## src/rtl/fetch_pkg.sv

```systemverilog
// Shared definitions for the instruction fetch stage: FSM state encoding,
// the instruction substituted for a misaligned PC, and the alignment width.
package fetch_pkg;

  typedef enum logic [2:0] {
    IDLE  = 3'd0,
    REQ   = 3'd1,
    WAIT  = 3'd2,
    HOLD  = 3'd3,
    DRAIN = 3'd4
  } state_t;

  // addi x0, x0, 0 -- presented in place of a fetch from a misaligned PC
  localparam logic [31:0] NOP_INSTR = 32'h00000013;

  // Instruction words are 4-byte aligned
  localparam int WORD_ALIGN_BITS = 2;

endpackage

```

## src/rtl/instr_fetch_unit_if.sv

```systemverilog
// Bus bundle of the fetch stage: the instruction-memory read port and the
// instruction port towards decode.
//
// Handshakes:
//   imem: imem_req/imem_addr are held stable until imem_gnt is seen high in
//         the same cycle as imem_req; exactly one imem_rvalid pulse answers
//         each grant, and at most one read is outstanding at any time.
//   decode: instr/instr_pc/instr_misaligned are valid while instr_valid is
//         high and stay stable until a cycle with instr_valid & instr_ready,
//         which is the single transfer cycle.
interface instr_fetch_unit_if #(
  parameter int WIDTH = 32,
  parameter int ILEN  = 32
);

  logic             imem_req;
  logic [WIDTH-1:0] imem_addr;
  logic             imem_gnt;
  logic             imem_rvalid;
  logic [ILEN-1:0]  imem_rdata;

  logic             instr_valid;
  logic             instr_ready;
  logic [ILEN-1:0]  instr;
  logic [WIDTH-1:0] instr_pc;
  logic             instr_misaligned;

  // Fetch unit side
  modport master (
    output imem_req, imem_addr,
    input  imem_gnt, imem_rvalid, imem_rdata,
    output instr_valid, instr, instr_pc, instr_misaligned,
    input  instr_ready
  );

  // Memory / decode side
  modport slave (
    input  imem_req, imem_addr,
    output imem_gnt, imem_rvalid, imem_rdata,
    input  instr_valid, instr, instr_pc, instr_misaligned,
    output instr_ready
  );

endinterface

```

## src/rtl/instr_fetch_unit.sv

```systemverilog
// Instruction fetch stage: one memory read per PC, instruction buffered
// for decode, PC register advanced on each accepted instruction, and a
// flush that discards in-flight work (draining an orphaned read if needed).
module instr_fetch_unit
  import fetch_pkg::*;
#(
  parameter int WIDTH = 32,
  parameter int ILEN  = 32
) (
  input  logic             clk,
  input  logic             reset,
  input  logic             fetch_en,
  input  logic [WIDTH-1:0] pc,
  input  logic             flush,
  output logic             pc_advance,
  output logic [31:0]      fetch_count,
  output state_t           dbg_state,
  instr_fetch_unit_if.master bus
);

  state_t           state_q;
  logic [WIDTH-1:0] cur_pc_q;
  logic             pc_lat_q;
  logic [ILEN-1:0]  instr_q;
  logic [WIDTH-1:0] instr_pc_q;
  logic             instr_valid_q;
  logic             misaligned_q;
  logic [31:0]      fetch_count_q;

  logic [WIDTH-1:0] cur_pc;
  logic             aligned;
  state_t           next_start;

  // In the first REQ cycle the PC is taken straight from the PC register,
  // so an advance at the end of HOLD is seen by the very next request;
  // from then on the latched copy keeps the address stable until grant.
  assign cur_pc  = pc_lat_q ? cur_pc_q : pc;
  assign aligned = (cur_pc[WORD_ALIGN_BITS-1:0] == '0);

  assign bus.imem_req  = (state_q == REQ) && aligned;
  assign bus.imem_addr = bus.imem_req
                         ? {cur_pc[WIDTH-1:WORD_ALIGN_BITS], {WORD_ALIGN_BITS{1'b0}}}
                         : '0;

  assign pc_advance = (state_q == HOLD) && bus.instr_ready && !flush;

  assign next_start = fetch_en ? REQ : IDLE;

  assign bus.instr_valid      = instr_valid_q;
  assign bus.instr            = instr_q;
  assign bus.instr_pc         = instr_pc_q;
  assign bus.instr_misaligned = misaligned_q;
  assign fetch_count          = fetch_count_q;
  assign dbg_state            = state_q;

  // Fetch FSM with its registered outputs and the accepted-instruction counter
  always_ff @(posedge clk) begin
    if (reset) begin
      state_q       <= IDLE;
      cur_pc_q      <= '0;
      pc_lat_q      <= 1'b0;
      instr_q       <= '0;
      instr_pc_q    <= '0;
      instr_valid_q <= 1'b0;
      misaligned_q  <= 1'b0;
      fetch_count_q <= '0;
    end else begin
      case (state_q)
        IDLE: begin
          if (fetch_en) begin
            state_q <= REQ;
          end
        end

        REQ: begin
          if (flush) begin
            // A request granted in this cycle still owes us a response
            state_q  <= (bus.imem_req && bus.imem_gnt) ? DRAIN : next_start;
            pc_lat_q <= 1'b0;
          end else if (!aligned) begin
            instr_q       <= ILEN'(NOP_INSTR);
            instr_pc_q    <= cur_pc;
            misaligned_q  <= 1'b1;
            instr_valid_q <= 1'b1;
            pc_lat_q      <= 1'b0;
            state_q       <= HOLD;
          end else begin
            cur_pc_q <= cur_pc;
            pc_lat_q <= !bus.imem_gnt;
            if (bus.imem_gnt) begin
              state_q <= WAIT;
            end
          end
        end

        WAIT: begin
          if (flush) begin
            // A response arriving together with the flush is already
            // consumed, so there is nothing left to drain.
            state_q <= bus.imem_rvalid ? next_start : DRAIN;
          end else if (bus.imem_rvalid) begin
            instr_q       <= bus.imem_rdata;
            instr_pc_q    <= cur_pc_q;
            instr_valid_q <= 1'b1;
            state_q       <= HOLD;
          end
        end

        HOLD: begin
          if (flush) begin
            instr_valid_q <= 1'b0;
            misaligned_q  <= 1'b0;
            state_q       <= next_start;
          end else if (bus.instr_ready) begin
            instr_valid_q <= 1'b0;
            misaligned_q  <= 1'b0;
            fetch_count_q <= fetch_count_q + 32'd1;
            state_q       <= next_start;
          end
        end

        DRAIN: begin
          // A flush here changes nothing: the orphaned read must still be
          // absorbed before a new request may be issued.
          if (bus.imem_rvalid) begin
            state_q <= next_start;
          end
        end

        default: begin
          state_q <= IDLE;
        end
      endcase
    end
  end

endmodule
```

## src/flat_wrapper.sv

```systemverilog
// flat-port wrapper written by rule: the top's interface ports become plain ports
module instr_fetch_unit_flat import fetch_pkg::*;
#(
  parameter int WIDTH = 32,
  parameter int ILEN  = 32
)
  (clk, reset, fetch_en, pc, flush, pc_advance, fetch_count, dbg_state, bus_imem_req, bus_imem_addr, bus_imem_gnt, bus_imem_rvalid, bus_imem_rdata, bus_instr_valid, bus_instr, bus_instr_pc, bus_instr_misaligned, bus_instr_ready);
  instr_fetch_unit_if #(.WIDTH(WIDTH), .ILEN(ILEN)) bus_i ();
  input  logic clk;
  input  logic reset;
  input  logic fetch_en;
  input  logic [WIDTH-1:0] pc;
  input  logic flush;
  output logic pc_advance;
  output logic [31:0] fetch_count;
  output state_t dbg_state;
  output wire logic [$bits(bus_i.imem_req)-1:0] bus_imem_req;
  output wire logic [$bits(bus_i.imem_addr)-1:0] bus_imem_addr;
  input wire logic [$bits(bus_i.imem_gnt)-1:0] bus_imem_gnt;
  input wire logic [$bits(bus_i.imem_rvalid)-1:0] bus_imem_rvalid;
  input wire logic [$bits(bus_i.imem_rdata)-1:0] bus_imem_rdata;
  output wire logic [$bits(bus_i.instr_valid)-1:0] bus_instr_valid;
  output wire logic [$bits(bus_i.instr)-1:0] bus_instr;
  output wire logic [$bits(bus_i.instr_pc)-1:0] bus_instr_pc;
  output wire logic [$bits(bus_i.instr_misaligned)-1:0] bus_instr_misaligned;
  input wire logic [$bits(bus_i.instr_ready)-1:0] bus_instr_ready;
  assign bus_imem_req = bus_i.imem_req;
  assign bus_imem_addr = bus_i.imem_addr;
  assign bus_i.imem_gnt = bus_imem_gnt;
  assign bus_i.imem_rvalid = bus_imem_rvalid;
  assign bus_i.imem_rdata = bus_imem_rdata;
  assign bus_instr_valid = bus_i.instr_valid;
  assign bus_instr = bus_i.instr;
  assign bus_instr_pc = bus_i.instr_pc;
  assign bus_instr_misaligned = bus_i.instr_misaligned;
  assign bus_i.instr_ready = bus_instr_ready;
  instr_fetch_unit #(.WIDTH(WIDTH), .ILEN(ILEN)) u_core (.clk(clk), .reset(reset), .fetch_en(fetch_en), .pc(pc), .flush(flush), .pc_advance(pc_advance), .fetch_count(fetch_count), .dbg_state(dbg_state), .bus(bus_i));
endmodule
```

## config.mk

```make
export PLATFORM = sky130hd
export DESIGN_NAME = instr_fetch_unit_flat
export DESIGN_NICKNAME = d
export VERILOG_FILES = /design/src/rtl/fetch_pkg.sv /design/src/rtl/instr_fetch_unit_if.sv /design/src/rtl/instr_fetch_unit.sv /design/src/flat_wrapper.sv
export SDC_FILE = /design/constraint.sdc
export NUM_CORES = 1
export LEC_CHECK = 0
export BUFFER_PORTS_ARGS = -buffer_cell sky130_fd_sc_hd__buf_2
export CORE_ASPECT_RATIO = 1.4
export CORE_MARGIN = 2
export CORE_UTILIZATION = 53
export CTS_BUF_LIST = sky130_fd_sc_hd__clkbuf_2
export CTS_CLUSTER_SIZE = 20
export DETAILED_ROUTE_END_ITERATION = 12
export PLACE_DENSITY = 0.92
export SLEW_MARGIN = 5
export SYNTH_ARGS = -nofsm -noshare
export SYNTH_HDL_FRONTEND = slang
export SYNTH_SLANG_ARGS = --single-unit
export TNS_END_PERCENT = 20
```

## constraint.sdc

```tcl
create_clock -name clk -period 2.35 [get_ports clk]
set_input_delay 0.705 -clock clk [delete_from_list [all_inputs] [get_ports clk]]
set_output_delay 0.705 -clock clk [all_outputs]
set_load 0.01 [all_outputs]
```

## Yosys cells after proc, flatten, opt, wreduce, memory -nomap -nowiden

Index checks and enable logic that the tools add are counted.
W data, S select, Z words.

| storage, ports and cells | value |
|---|---|
| register bits after elaboration | 134 |
| input port bits | 71 |
| output and inout port bits | 135 |
| word-level logic and storage cells | 75 |

| cells by class | value |
|---|---|
| $add $sub $neg | 1 |
| eq/ne operators | 13 |
| muxes and demuxes | 35 |
| bitwise gates (word level) | 1 |
| reduce and logical (&&, ||, !) cells | 17 |

Operators by type and width:

| operator | count |
|---|---|
| $mux W32 | 10 |
| $pmux W32 S2 | 2 |
| $mux W3 | 11 |
| $add A32 B1 Y32 const B | 1 |
| $pmux W3 S5 | 1 |
| $ne A2 B2 Y1 const B | 6 |
| $reduce_and A5 Y1 | 2 |
| $mux W1 | 9 |
| $eq A3 B2 Y1 const B | 2 |
| $ne A3 B3 Y1 const B | 2 |
| $reduce_and A3 Y1 | 2 |
| $reduce_and A6 Y1 | 1 |
| $logic_and A1 B1 Y1 | 4 |
| $ne A4 B4 Y1 const B | 1 |
| $reduce_and A4 Y1 | 1 |
| $reduce_bool A2 Y1 | 2 |
| $eq A3 B1 Y1 const B | 1 |
| $eq A3 B3 Y1 const B | 1 |
| $logic_not A3 Y1 | 1 |
| $pmux W1 S3 | 1 |
| $reduce_bool A3 Y1 | 1 |
| $logic_not A1 Y1 | 2 |
| $logic_not A2 Y1 | 1 |
| $pmux W1 S2 | 1 |
| $not A1 Y1 | 1 |

## Logic depth before layout (Yosys ltp)

| depth | value |
|---|---|
| word-level depth | 7 |
| mapped depth | 8 |
| gate-level depth less buffers | 5 |

## Worst setup path after synthesis

OpenSTA, ideal clock, no wires.

| timing path | value |
|---|---|
| path kind | in2out |
| start | input port pc[0] |
| end | output port bus_imem_addr[10] |
| data arrival time | 1532 ps |
| data required time | 1645 ps |
| slack | 113 ps |
| stages on the path | 4 |
| path buffers | 1 |
| path through | nor3_2 o21ai_0 clkbuf_1 nor2_1 |

| between the ends | value |
|---|---|
| word-level cells in the longest chain between the ends | 4 |

Ends and longest elaborated chain:

| element | RTL line | source |
|---|---|---|
| start, declared | flat_wrapper.sv:12 | `input logic [WIDTH-1:0] pc;` |
| $mux W32 | instr_fetch_unit.sv:37 | `assign cur_pc = pc_lat_q ? cur_pc_q : pc;` |
| $logic_not A2 Y1 | instr_fetch_unit.sv:38 | `assign aligned = (cur_pc[WORD_ALIGN_BITS-1:0] == '0);` |
| $logic_and A1 B1 Y1 | instr_fetch_unit.sv:40 | `assign bus.imem_req = (state_q == REQ) && aligned;` |
| $mux W32 | instr_fetch_unit.sv:42 | `? {cur_pc[WIDTH-1:WORD_ALIGN_BITS], {WORD_ALIGN_BITS{1'b0}}}` |
| end, declared | flat_wrapper.sv:18 | `output wire logic [$bits(bus_i.imem_addr)-1:0] bus_imem_addr;` |

Every way passes these cells.

## Worst setup path in the final report

| timing path | value |
|---|---|
| start | register u_core.pc_lat_q |
| end | output port bus_imem_addr[13] |

| between the ends | value |
|---|---|
| word-level cells in the longest chain between the ends | 4 |

Ends and longest elaborated chain:

| element | RTL line | source |
|---|---|---|
| start, declared | instr_fetch_unit.sv:23 | `logic pc_lat_q;` |
| start signal, assigned | instr_fetch_unit.sv:89 | `pc_lat_q <= !bus.imem_gnt;` |
| $mux W32 (*) | instr_fetch_unit.sv:37 |  |
| $logic_not A2 Y1 | instr_fetch_unit.sv:38 |  |
| $logic_and A1 B1 Y1 | instr_fetch_unit.sv:40 |  |
| $mux W32 (*) | instr_fetch_unit.sv:42 |  |

Mark *: on every way between the ends. The rest lies on a longest branch, timed or not.

==> qor.csv <==
stage,metric,value,unit
setup_path,worst-path fanout max,17,
hold_path,hold path start,bus_imem_rdata[27],
cts,Worst-Skew Late Latency,0.65,ns
detailed_routing,drt total wl,15780,um
hold_path,worst min path class,input port to flip-flop,
sta,RSZ-0062 raised after global routing,yes,
placement,DP Area,7508,sq um
global_routing,vias in the first global route,5403,
placement,PortBufs,203,
flow_run,max-cap violations,0,
yosys,sequential area share after synthesis,42.85,%
sta,Sum Neg Setup Slack,-5.081,ns
cells_and_area,fill count,954,
sta,period utilisation layout,108.5,%
power,peak supply drop,0.0003718,V
floorplanning,Die Y,132.6,um
detailed_routing,wire per inst,14.91,um
cells_and_area,share of cells above drive strength 1,32.75,%
sta,Setup Viol. Count Final,32,
yosys,ranking of synthesized cells by area,"dfxtp_1, mux2i_1, nor2_1",
sta,hold slack final,0.2508,ns
cells_and_area,design area,7840,sq um
yosys,Synth Instances,700,
cts,clk buf depth,2,
yosys,Post-synth EDFFs,0,
sta,Final min period,2.549,ns
yosys,YS warnings,0,
setup_path,crit path DAT,1.84,ns
sta,final hold vios,0,
yosys,Cell variety after synth,50,
floorplanning,Core Rows,47,
setup_path,CP Launch Type,flip-flop,
cts,total CTS buffers,17,
setup_path,crit path from,u_core.pc_lat_q,
cells_and_area,"commonest non-fill, non-tap cell in the layout",buf_2,
cts,CTS Sinks,134,
detailed_routing,drt pass-1 iters,4,
placement,detailed placement HPWL,11360,um
floorplanning,die area,12710,sq um
detailed_routing,DRC,0,
global_routing,first-pass GRT wire length,25280,um
yosys,prevailing post-synth register cell,dfxtp_1,
cells_and_area,Final nets,970,
yosys,Synth async-reset ratio,0,%
placement,Final GP Congestion,0.7994,
placement,pre-CTS setup slack,0.05774,ns
cts,CTS tree,built,
sta,worst setup margin,-0.1994,ns
global_routing,largest net degree at the start of global routing,43,
yosys,share of the synthesized area in the top cell type,42.85,%
sta,Pins Over Slew Limit,0,
cts,H-tree Lvls,4,
sta,fmax,392.2,MHz
detailed_routing,Final ANT Viol Nets,0,
cells_and_area,most frequent cells in the layout,"buf_2, nor2_1, dfxtp_1",
detailed_routing,Vias/cell,5.396,
yosys,cell taking the most area after synthesis,dfxtp_1,
cells_and_area,final core occ,66.99,%
setup_path,reg2reg start,u_core.dbg_state[0],
status,failing checks,negative setup slack,
power,Power Density,572.7,nW/um^2
setup_path,critical setup path kind,flip-flop to output pin,
status,status,"complete, but fails checks",
yosys,synthesized cell area,6260,sq um
floorplanning,I/O pin total,206,
global_routing,global route total overflow,0,
detailed_routing,via count of the routed design,5709,
global_routing,overall routing resource usage,24.93,%
cts,hold_buf cts,0,
floorplanning,Initial Util,53.49,%
cts,CTS root buf,clkbuf_2,
setup_path,Worst Path Required,1.64,ns
power,Lkg Pwr,3.453,nW
sta,Final Skew,0.02724,ns
global_routing,initial antenna violation count,1,
floorplanning,Die X-Extent,95.85,um
cells_and_area,Syn-to-layout area delta,25.24,%
yosys,Syn Area/Cell,8.943,sq um
detailed_routing,DR iter-0 viols,194,
setup_path,CP Capture Type,output pin,
cts,Worst-path clk slew,0.21,ns
yosys,Yosys reg bits,134,
floorplanning,Core ar.,11700,sq um
layout make-up:
| cell class | instances | area (sq um) | area share, % |
|---|---|---|---|
| multi-input cells | 505 | 3347 | 42.69 |
| clock inverters | 14 | 158.9 | 2.027 |
| repair buffers | 235 | 1354 | 17.27 |
| flip-flops and latches | 134 | 2690 | 34.31 |
| diodes | 1 | 2.502 | 0.03192 |
| clock buffers | 17 | 85.08 | 1.085 |
| well taps | 147 | 183.9 | 2.346 |
| inverters | 5 | 18.77 | 0.2394 |
synth_stat cells, types with 2 or more instances:
cell type and count:
nor2_1 135, dfxtp_1 134, mux2i_1 91, o21ai_0 39, nand3_1 37, nand2b_1 32
a211oi_1 27, clkbuf_1 26, xnor2_1 19, buf_2 17, nand2_1 16, nor4_1 12
nand4_1 10, a21oi_1 8, nor2b_1 8, nor3_1 8, xor2_1 7, a211oi_2 6
buf_1 5, buf_6 5, inv_1 5, and3_1 4, and4_1 4, buf_4 4
mux2_2 4, and2_1 3, nor3b_1 3, or3_1 3, a311oi_2 2, a31oi_1 2
and3b_1 2, and4b_1 2, nand4b_1 2, nor3_2 2
power breakdown:
| group | internal, mW | switching [mW] | total (mW) |
|---|---|---|---|
| Sequential | 2.35 | 0.0389 | 2.39 |
| Combinational | 0.295 | 0.373 | 0.668 |
| Clock | 0.581 | 0.856 | 1.44 |
| Total | 3.22 | 1.27 | 4.49 |
path summary, 6_finish.rpt:
check | end | slack [ns] | cells past startpoint
worst max-delay path | bus_imem_addr[13] | -0.20 | 4
worst min-delay path | u_core.bus.instr[27] | 0.25 | 3
worst max register to register | u_core.bus.instr_pc[29] | 0.21 | 6
worst min register to register | u_core.bus.instr[17] | 0.49 | 2
routing by layer:
layer  global-route usage, %  part of all wire, %  vias to the layer above
met5                       0                    0                        -
met4                   10.40                  2.3                        0
met3                   5.581                  4.7                       29
met2                   43.94                   53                      175
met1                   28.32                   40                     2654
li1                        -                    -                     2851
what timing repair did:
action,in CTS,in global routing
resized for setup,11,9
endpoints found under the setup margin,32,32
pin swaps,7,3
buffers inserted,2,0
state kept, by name, indices dropped and copies added, names as in the netlist:
signal / flops
u_core.fetch_count: 32
u_core.dbg_state: 3
u_core.bus.instr: 32
u_core.bus.instr_misaligned: 1
u_core.bus.instr_valid: 1
u_core.bus.instr_pc: 32
u_core.cur_pc_q: 32
u_core.pc_lat_q: 1
per-stage QoR:
stage | power, mW | instances
floorplan | 2.832 | 701
global placement | 3.064 | 1024
detailed placement | 3.081 | 1024
CTS | 4.533 | 1057
global route | 4.716 | 1058
finish | 4.490 | 1058
critical path, cell delays in order (launching register included):
cell and delay (ns):
dfxtp_4 0.42, buf_4 0.30, mux2i_1 0.27, nor2_1 0.06
buf_2 0.14
logic make-up after synthesis:
family | synth area share (%)
xor gates and xnor gates | 3.638
muxes | 15.27
AOI/OAI and AO/OA | 10.13
and+or+nand+nor | 22.95
DFF | 42.85
adders and majority gates | 0.1998
other | 0.05991
buffers and inverters | 4.897
No activity file was read; power rests on OpenSTA's default activity.
